File: src/rtl/axi_rd_arbiter_pkg.sv
// Shared definitions for the cache read arbiter: FSM states, read-type codes
// and the beat count of a cache-line refill.
package axi_rd_arbiter_pkg;

    typedef enum logic [1:0] {
        IDLE  = 2'd0,
        ISSUE = 2'd1,
        RESP  = 2'd2
    } arb_state_e;

    localparam logic [2:0] RD_TYPE_BYTE = 3'b000;
    localparam logic [2:0] RD_TYPE_HALF = 3'b001;
    localparam logic [2:0] RD_TYPE_WORD = 3'b010;
    localparam logic [2:0] RD_TYPE_LINE = 3'b100;

    localparam int LINE_BEATS = 4;

    // Only line refills are bursts; every other type returns a single beat.
    function automatic logic [2:0] expected_beats(input logic [2:0] rd_type);
        return (rd_type == RD_TYPE_LINE) ? 3'(LINE_BEATS) : 3'd1;
    endfunction

endpackage

File: src/rtl/rd_beat_counter.sv
// 3-bit beat counter: loads the expected burst length, counts returned beats
// down and flags when the final beat is due.
module rd_beat_counter (
    input  logic       clk,
    input  logic       rst,
    input  logic       load_i,
    input  logic [2:0] load_val_i,
    input  logic       dec_i,
    output logic       is_one_o
);

    logic [2:0] count_q;
    logic [2:0] count_d;

    always_comb begin
        count_d = count_q;
        if (load_i) begin
            count_d = load_val_i;
        end else if (dec_i && (count_q != 3'd0)) begin
            count_d = count_q - 3'd1;
        end
    end

    always_ff @(posedge clk or posedge rst) begin
        if (rst) begin
            count_q <= 3'd0;
        end else begin
            count_q <= count_d;
        end
    end

    assign is_one_o = (count_q == 3'd1);

endmodule

File: src/rtl/axi_rd_arbiter.sv
// Arbitrates iCache and dCache refill reads onto one AXI read port with a
// single outstanding transaction. Define ARB_ROUND_ROBIN_EN for round-robin
// grants; otherwise the dCache always wins a tie.
module axi_rd_arbiter
    import axi_rd_arbiter_pkg::*;
#(
    parameter int ADDR_W = 32,
    parameter int DATA_W = 32
) (
    input  logic              clk,
    input  logic              reset,
    input  logic              inst_rd_req,
    input  logic [2:0]        inst_rd_type,
    input  logic [ADDR_W-1:0] inst_rd_addr,
    output logic              inst_rd_rdy,
    output logic              inst_ret_valid,
    output logic              inst_ret_last,
    output logic [DATA_W-1:0] inst_ret_data,
    input  logic              data_rd_req,
    input  logic [2:0]        data_rd_type,
    input  logic [ADDR_W-1:0] data_rd_addr,
    output logic              data_rd_rdy,
    output logic              data_ret_valid,
    output logic              data_ret_last,
    output logic [DATA_W-1:0] data_ret_data,
    output logic              rd_req,
    output logic [2:0]        rd_type,
    output logic [ADDR_W-1:0] rd_addr,
    input  logic              rd_rdy,
    input  logic              ret_valid,
    input  logic              ret_last,
    input  logic [DATA_W-1:0] ret_data,
    output logic              busy,
    output logic              owner,
    output logic              proto_err
);

    arb_state_e        state_q, state_d;
    logic              owner_q, owner_d;
    logic [2:0]        type_q, type_d;
    logic [ADDR_W-1:0] addr_q, addr_d;
    logic              proto_err_q, proto_err_d;
    logic              win_data;
    logic              cnt_load;
    logic              cnt_dec;
    logic              cnt_is_one;
`ifdef ARB_ROUND_ROBIN_EN
    logic              favour_data_q, favour_data_d;
`endif

    rd_beat_counter u_beat_counter (
        .clk       (clk),
        .rst       (reset),
        .load_i    (cnt_load),
        .load_val_i(expected_beats(type_q)),
        .dec_i     (cnt_dec),
        .is_one_o  (cnt_is_one)
    );

    always_comb begin
        state_d     = state_q;
        owner_d     = owner_q;
        type_d      = type_q;
        addr_d      = addr_q;
        proto_err_d = proto_err_q;
        cnt_load    = 1'b0;
        cnt_dec     = 1'b0;
`ifdef ARB_ROUND_ROBIN_EN
        favour_data_d = favour_data_q;
        win_data      = data_rd_req && (!inst_rd_req || favour_data_q);
`else
        win_data      = data_rd_req;
`endif

        case (state_q)
            IDLE: begin
                if (ret_valid) begin
                    proto_err_d = 1'b1;
                end
                if (inst_rd_req || data_rd_req) begin
                    owner_d = win_data;
                    type_d  = win_data ? data_rd_type : inst_rd_type;
                    addr_d  = win_data ? data_rd_addr : inst_rd_addr;
                    state_d = ISSUE;
`ifdef ARB_ROUND_ROBIN_EN
                    favour_data_d = !win_data;
`endif
                end
            end
            ISSUE: begin
                if (ret_valid) begin
                    proto_err_d = 1'b1;
                end
                if (rd_rdy) begin
                    cnt_load = 1'b1;
                    state_d  = RESP;
                end
            end
            RESP: begin
                if (ret_valid) begin
                    cnt_dec = 1'b1;
                    // A last flag off the expected beat, or running out of beats
                    // without one, both end the burst and are recorded.
                    if (ret_last) begin
                        state_d = IDLE;
                        if (!cnt_is_one) begin
                            proto_err_d = 1'b1;
                        end
                    end else if (cnt_is_one) begin
                        state_d     = IDLE;
                        proto_err_d = 1'b1;
                    end
                end
            end
            default: state_d = IDLE;
        endcase
    end

    always_ff @(posedge clk or posedge reset) begin
        if (reset) begin
            state_q     <= IDLE;
            owner_q     <= 1'b0;
            type_q      <= 3'd0;
            addr_q      <= '0;
            proto_err_q <= 1'b0;
        end else begin
            state_q     <= state_d;
            owner_q     <= owner_d;
            type_q      <= type_d;
            addr_q      <= addr_d;
            proto_err_q <= proto_err_d;
        end
    end

`ifdef ARB_ROUND_ROBIN_EN
    always_ff @(posedge clk or posedge reset) begin
        if (reset) begin
            favour_data_q <= 1'b1;
        end else begin
            favour_data_q <= favour_data_d;
        end
    end
`endif

    assign rd_req  = (state_q == ISSUE);
    assign rd_type = rd_req ? type_q : 3'd0;
    assign rd_addr = rd_req ? addr_q : '0;

    assign inst_rd_rdy = rd_req && !owner_q && rd_rdy;
    assign data_rd_rdy = rd_req &&  owner_q && rd_rdy;

    assign inst_ret_valid = (state_q == RESP) && !owner_q && ret_valid;
    assign inst_ret_last  = (state_q == RESP) && !owner_q && ret_last;
    assign data_ret_valid = (state_q == RESP) &&  owner_q && ret_valid;
    assign data_ret_last  = (state_q == RESP) &&  owner_q && ret_last;
    assign inst_ret_data  = ret_data;
    assign data_ret_data  = ret_data;

    assign busy      = (state_q != IDLE);
    assign owner     = owner_q;
    assign proto_err = proto_err_q;

endmodule

File: config.mk
export PLATFORM = sky130hd
export DESIGN_NAME = axi_rd_arbiter
export DESIGN_NICKNAME = d
export VERILOG_FILES = /design/src/rtl/axi_rd_arbiter_pkg.sv /design/src/rtl/rd_beat_counter.sv /design/src/rtl/axi_rd_arbiter.sv
export SDC_FILE = /design/constraint.sdc
export NUM_CORES = 1
export LEC_CHECK = 0
export CAP_MARGIN = 0
export CORE_ASPECT_RATIO = 0.5
export CORE_UTILIZATION = 32
export DETAILED_ROUTE_END_ITERATION = 8
export GPL_TIMING_DRIVEN = 0
export PLACE_DENSITY = 0.78
export SYNTH_ARGS = -nofsm -noshare
export SYNTH_HDL_FRONTEND = slang
export SYNTH_SLANG_ARGS = --single-unit
File: constraint.sdc
create_clock -name clk -period 1.4 [get_ports clk]
set_input_delay 0.14 -clock clk [delete_from_list [all_inputs] [get_ports clk]]
set_output_delay 0.14 -clock clk [all_outputs]
set_load 0.005 [all_outputs]
==> flow_metrics.py, run 1 <==
metrics = {
    "outcome": {
        "status": "finished, violations left",
        "violations": "negative setup slack",
    },
    "pwr": {
        "ir_worst_vdd_mv": 0.8004,
        "p_per_area_nw_per_um2": 1717,
        "leakage_nw": 2.704,
    },
    "placed_design": {
        "place_congestion": 0.7082,
        "dpl.hpwl_um": 6511,
        "dp_cells": 569,
        "place_area_sq_um": 5019,
        "pre_cts_slack_ns": -0.6338,
        "port_buffers": 184,
    },
    "global_routing": {
        "grt_max_degree": 43,
        "track_usage_pct": 18.39,
        "grt_overflow": 0,
        "grt_pass1_vias": 2735,
        "antenna_found_initial": 0,
        "grt_pass1_wl_um": 14340,
    },
    "die": {
        "start_util_pct": 33.86,
        "dieArea_sq_um": 9886,
        "std_cell_rows": 24,
        "die-height_um": 70.81,
        "coreArea_sq_um": 8949,
        "num_io_pins": 218,
        "die_x_um": 139.6,
    },
    "sta": {
        "min_period_ns": 1.751,
        "post-route-period-util_pct": 125.1,
        "drv_slew": 0,
        "worst_pin_slew_ns": 0.9088,
        "fin_ws_ns": -0.3508,
        "fin_skew_ns": 0.01029,
        "fmax_mhz": 571.2,
        "rsz0062_at_grt": "true",
        "hold_viol_final": 0,
        "setup_violations": 80,
        "max-slew-margin-rel_pct": 39.32,
    },
    "synthesis": {
        "synth_area_leaders": "dfrtp_1 (35%), buf_4 (16%), mux2_2 (15%)",
        "async_reset_ff_share_pct": 100.0,
        "synth_seq_cells": 42,
        "synth_ff_type": "dfrtp_1",
        "yosys.area.top_type": "dfrtp_1",
        "synth_cell_types": 31,
        "synth_area_sq_um": 3030,
        "synth_edf_count": 0,
        "synthCells": 268,
        "synth_top_area_share_pct": 34.68,
        "synth_nets": 380,
        "yosysSeqAreaShare_pct": 34.68,
        "synth_warnings": 0,
        "synth_area_per_cell_sq_um": 11.31,
    },
    "worst_setup_path": {
        "critPathKind": "flop to flop",
        "r2r_slack_ns": -0.35,
        "cp.required_ns": 1.57,
        "cp_max_fo": 8,
        "ff2ff_path_depth": 8,
        "critPathArrivalTime_ns": 1.92,
        "start_kind": "flop",
        "timing.rr.end": "addr_q[14]",
        "cp-end-kind": "flop",
        "rr_startpoint": "state_q[1]",
    },
    "route": {
        "wirelength_um": 9667,
        "dr.pass1.iters": 4,
        "drtAntennaViolNets": 0,
        "drc": 0,
        "vias": 2706,
        "drt_iter0_markers": 86,
        "wl_per_cell_um": 15.77,
        "via_per_inst": 4.414,
    },
    "min_path": {
        "worst_hold_startpoint": "data_rd_req",
        "hold_end": "addr_q[24]",
        "hold_class": "input pin to flop",
        "hold_depth": 3,
    },
    "clock_tree": {
        "clk_path_buf_depth": 2,
        "clk_pin_slew_ns": 0.07,
        "hold_buffers": 0,
        "cts.sinks": 42,
        "cts_tree": "yes",
        "cts_root_buffer": "clkbuf_16",
        "cts_buffers": 5,
        "h-tree-depth": 2,
        "clkLatencyLatePin_ns": 0.29,
    },
    "layout": {
        "drive_above_1_share_pct": 55.65,
        "fin_cells": 613,
        "final_common_cell": "clkdlybuf4s50_1",
        "nets": 607,
        "finalInstanceArea_sq_um": 5831,
        "syn_to_final_growth_pct": 92.40,
        "utilization_pct": 65.16,
        "fill_cells": 638,
        "antenna_cells": 0,
        "final_cell_mix": "clkdlybuf4s50_1 (141), buf_4 (78), buf_6 (46)",
    },
    "job": {
        "drv_cap": 0,
    },
}
==> area by class of cell <==
| class | instances | area [sq um] | share of cell area (%) |
|---|---|---|---|
| plain buffers | 76 | 638.1 | 10.94 |
| clock buffers | 8 | 166.4 | 2.854 |
| inverters | 6 | 22.52 | 0.3863 |
| multi-input cells | 144 | 1523 | 26.12 |
| flip-flops and latches | 42 | 1055 | 18.09 |
| well taps | 117 | 146.4 | 2.511 |
| repair buffers | 220 | 2280 | 39.10 |
==> sequential cells by signal, indices dropped and copies added, names as in the netlist <==
register	flops
addr_q	32
owner	1
proto_err	1
state_q	2
type_q	3
u_beat_counter.count_q	3
==> routing by layer <==
metal | global-route usage, % | vias up | wire [um] | part of all wire [%]
li1 | - | 1286 | - | -
met1 | 21.14 | 1302 | 3821 | 40
met2 | 34.28 | 97 | 5140 | 53
met3 | 4.062 | 21 | 496 | 5.1
met4 | 6.227 | 0 | 209 | 2.2
met5 | 0 | - | 0 | 0
==> worst max-delay path by stage <==
stage,from,end,slack (ns),cells past startpoint
floorplan,state_q[0],addr_q[10],-0.02,5
global placement,reset,proto_err,-0.64,2
detailed placement,state_q[0],rd_addr[17],-0.63,4
CTS,state_q[1],addr_q[15],-0.32,8
global route,state_q[1],addr_q[14],-0.38,8
finish,state_q[1],addr_q[14],-0.35,8
==> cells by family (layout without fill, tap and decap cells) <==
group | Yosys count | in the layout | share of synthesized area, %
DFF | 42 | 42 | 34.68
xor gates and xnor gates | 1 | 1 | 0.2891
AOI/OAI and AO/OA | 12 | 12 | 2.643
and+or+nand+nor | 57 | 57 | 11.35
muxes | 71 | 71 | 29.93
adders and majority gates | 3 | 3 | 1.239
buffers and inverters | 82 | 310 | 19.86
==> synth_stat cells (2+ instances only) <==
cell type  instances
buf_8              3
mux2_4            29
buf_4             64
dfrtp_1           42
clkbuf_1           3
nand3b_1           2
o21ai_0            2
mux2_2            41
nand2_1            2
a21oi_1            4
nor2b_1            4
and2_1            35
ha_1               3
and3_1             3
buf_2              4
nor2_1             5
a22o_1             2
inv_1              6
buf_6              2
==> worst max-delay path: stages, from the launching register on <==
cell and delay (ns):
dfrtp_2 0.44, buf_6 0.13, buf_6 0.11, nor2_4 0.09
o21a_1 0.15, buf_6 0.11, buf_12 0.14, clkbuf_16 0.16
mux2_4 0.29
==> stage by stage <==
step                hold WS, ns  TNS, ns  total power [mW]
finish                   0.3081   -21.98             10.01
global route             0.3213   -24.78             10.49
CTS                      0.3172   -16.29             9.088
detailed placement       0.4865   -27.47             6.462
global placement         0.4638   -52.52             6.389
floorplan                0.2465  -0.5532             4.533
==> where the power goes <==
group,switching (mW),internal (mW),leakage [nW],total [mW]
clock,0.486,0.808,0.0832,1.29
sequential,0.411,1.83,0.487,2.25
combinational,2.07,4.40,2.13,6.47
total,2.97,7.04,2.70,10.0
==> repair_timing <==
| action | 4_1_cts | 5_1_grt |
|---|---|---|
| gates cloned | 4 | 2 |
| gates resized for setup | 253 | 39 |
| pin swaps | 36 | 6 |
| buffers inserted | 23 | 8 |
| endpoints found under the setup margin | 81 | 82 |
Note: power is estimated with default switching activity, not from simulation.
==> inputs of run 2 (changes only) <==
CTS_BUF_LIST = sky130_fd_sc_hd__clkbuf_4   (was not set)
==> flow_metrics.py, run 2 (same netlist as run 1, synthesis figures left out) <==
metrics = {
    "worst_setup_path": {
        "cp.required_ns": 1.26,
        "slowest_stage": "dfrtp_2",
        "cp_top_family": "buffers and inverters",
        "cp-end-kind": "output pin",
        "critPathKind": "flop to output pin",
        "path_buf_inv": 4,
        "cp_max_fo": 8,
        "cp_cell_sequence": "buf_6 -> nor2b_4 -> buf_12 -> buf_8 -> and3_4 -> buf_6",
        "critPathArrivalTime_ns": 1.57,
        "cpMostUsedCell": "buf_6",
        "start_kind": "flop",
        "crit_path_max_incr_delay_ns": 0.44,
    },
    "sta": {
        "worst_pin_slew_ns": 0.9011,
        "drv_slew": 0,
        "post-route-period-util_pct": 122.2,
        "hold_viol_final": 0,
        "fmax_mhz": 584.4,
        "whs_ns": 0.2488,
        "rsz0062_at_grt": "true",
        "fin_ws_ns": -0.3110,
        "max-slew-margin-rel_pct": 39.84,
        "min_period_ns": 1.711,
        "setup_violations": 80,
        "fin_skew_ns": 0.003495,
    },
    "clock_tree": {
        "cts_tree": "yes",
        "cts.sinks": 42,
        "cts_root_buffer": "clkbuf_4",
        "clk_pin_slew_ns": 0.12,
        "cts_buffers": 5,
        "clkLatencyLatePin_ns": 0.34,
        "h-tree-depth": 2,
        "clk_path_buf_depth": 2,
    },
    "layout": {
        "drive_above_1_share_pct": 53.48,
        "antenna_cells": 0,
        "finalInstanceArea_sq_um": 5594,
        "largest_reg_flops": 32,
        "reg_top3": "addr_q x32, type_q x3, u_beat_counter.count_q x3",
        "nets": 599,
        "final_common_cell": "clkdlybuf4s50_1",
        "regMostFlops": "addr_q",
        "utilization_pct": 62.51,
        "syn_to_final_growth_pct": 84.60,
        "final_cell_mix": "clkdlybuf4s50_1 (139), buf_4 (72), dfrtp_1 (39)",
    },
    "outcome": {
        "status": "finished, violations left",
        "violations": "negative setup slack",
    },
    "route": {
        "wirelength_um": 9078,
        "via_per_inst": 4.339,
        "drt_iter0_markers": 105,
        "vias": 2625,
        "drtAntennaViolNets": 0,
        "drc": 0,
        "wl_per_cell_um": 15.00,
        "dr.pass1.iters": 4,
    },
    "min_path": {
        "hold_class": "input pin to flop",
    },
    "die": {
        "std_cell_rows": 24,
        "dieArea_sq_um": 9886,
        "die-height_um": 70.81,
        "coreArea_sq_um": 8949,
        "die_x_um": 139.6,
        "num_io_pins": 218,
        "start_util_pct": 33.86,
    },
    "pwr": {
        "p_per_area_nw_per_um2": 1554,
        "ir_worst_vdd_mv": 0.7162,
        "fin_total_pwr_mw": 8.691,
        "leakage_nw": 2.591,
    },
    "global_routing": {
        "antenna_found_initial": 0,
        "track_usage_pct": 17.56,
        "grt_pass1_wl_um": 13790,
        "grt_overflow": 0,
        "grt_pass1_vias": 2674,
        "grt_max_degree": 43,
    },
    "placed_design": {
        "place_area_sq_um": 5019,
        "place_congestion": 0.7082,
        "pre_cts_slack_ns": -0.6338,
        "port_buffers": 184,
        "dpl.hpwl_um": 6511,
    },
    "job": {
        "drv_cap": 0,
    },
}
run 2: cell count changes in the layout (fill, tap and decap cells not counted), moves of 3 or more:
cell | previous run | this run
buf_2 | 12 | 20
and2_4 | 30 | 21
buf_4 | 78 | 72
clkbuf_4 | 0 | 5
and2_1 | 5 | 14
buf_8 | 8 | 2
clkinv_1 | 0 | 3
clkbuf_16 | 7 | 4
buf_6 | 46 | 38
run 2: path summary, 6_finish.rpt:
| kind | from | endpoint | slack (ns) | cells after the start |
|---|---|---|---|---|
| max | state_q[1] | data_rd_rdy | -0.31 | 6 |
| min | data_rd_req | addr_q[24] | 0.25 | 3 |
| max reg2reg | state_q[1] | addr_q[12] | -0.24 | 7 |
| min reg2reg | addr_q[27] | addr_q[27] | 0.52 | 1 |
| max in group asynchronous | reset | state_q[0] | 0.48 | 2 |
| min in group asynchronous | reset | addr_q[10] | 0.29 | 2 |
run 2: metal layers:
metal | wire length, um | track usage (%)
met1 | 3706 | 20.46
met2 | 4763 | 32.72
met3 | 464 | 3.859
met4 | 142 | 5.250
met5 | 0 | 0
run 2: repair_timing:
action / CTS / global route
hold buffers: 0 / 0
pin swaps: 39 / 7
setup buffers: 20 / 2
setup endpoints to repair: 81 / 85
cloned: 3 / 4
gates resized for setup: 259 / 21
run 2: cell type report:
type | count | area (sq um)
inverters | 6 | 22.52
fillers | 709 | 3354
repair buffers | 212 | 2160
well taps | 117 | 146.4
clock buffers | 5 | 37.54
clock inverters | 3 | 11.26
plain buffers | 76 | 644.4
multi-input cells | 144 | 1518
flip-flops and latches | 42 | 1055
run 2: per-stage QoR:
step / instances / TNS (ns)
global placement: 569 / -52.52
finish: 605 / -19.47
detailed placement: 569 / -27.47
floorplan: 268 / -0.5532
global route: 605 / -23.91
CTS: 600 / -19.29
run 2: report_power, final:
| part | internal, mW | switching (mW) | total (mW) |
|---|---|---|---|
| Clock | 0.180 | 0.390 | 0.570 |
| Combinational | 3.99 | 1.93 | 5.92 |
| Sequential | 1.82 | 0.375 | 2.20 |
| Total | 6.00 | 2.69 | 8.69 |
run 2: worst register-to-register path: cells and delay by family (launching register included):
kind,cells,cell delay [ns]
mux,1,0.30
simple gates,1,0.10
buf+inv,4,0.52
flops,1,0.44
compound gates,1,0.18
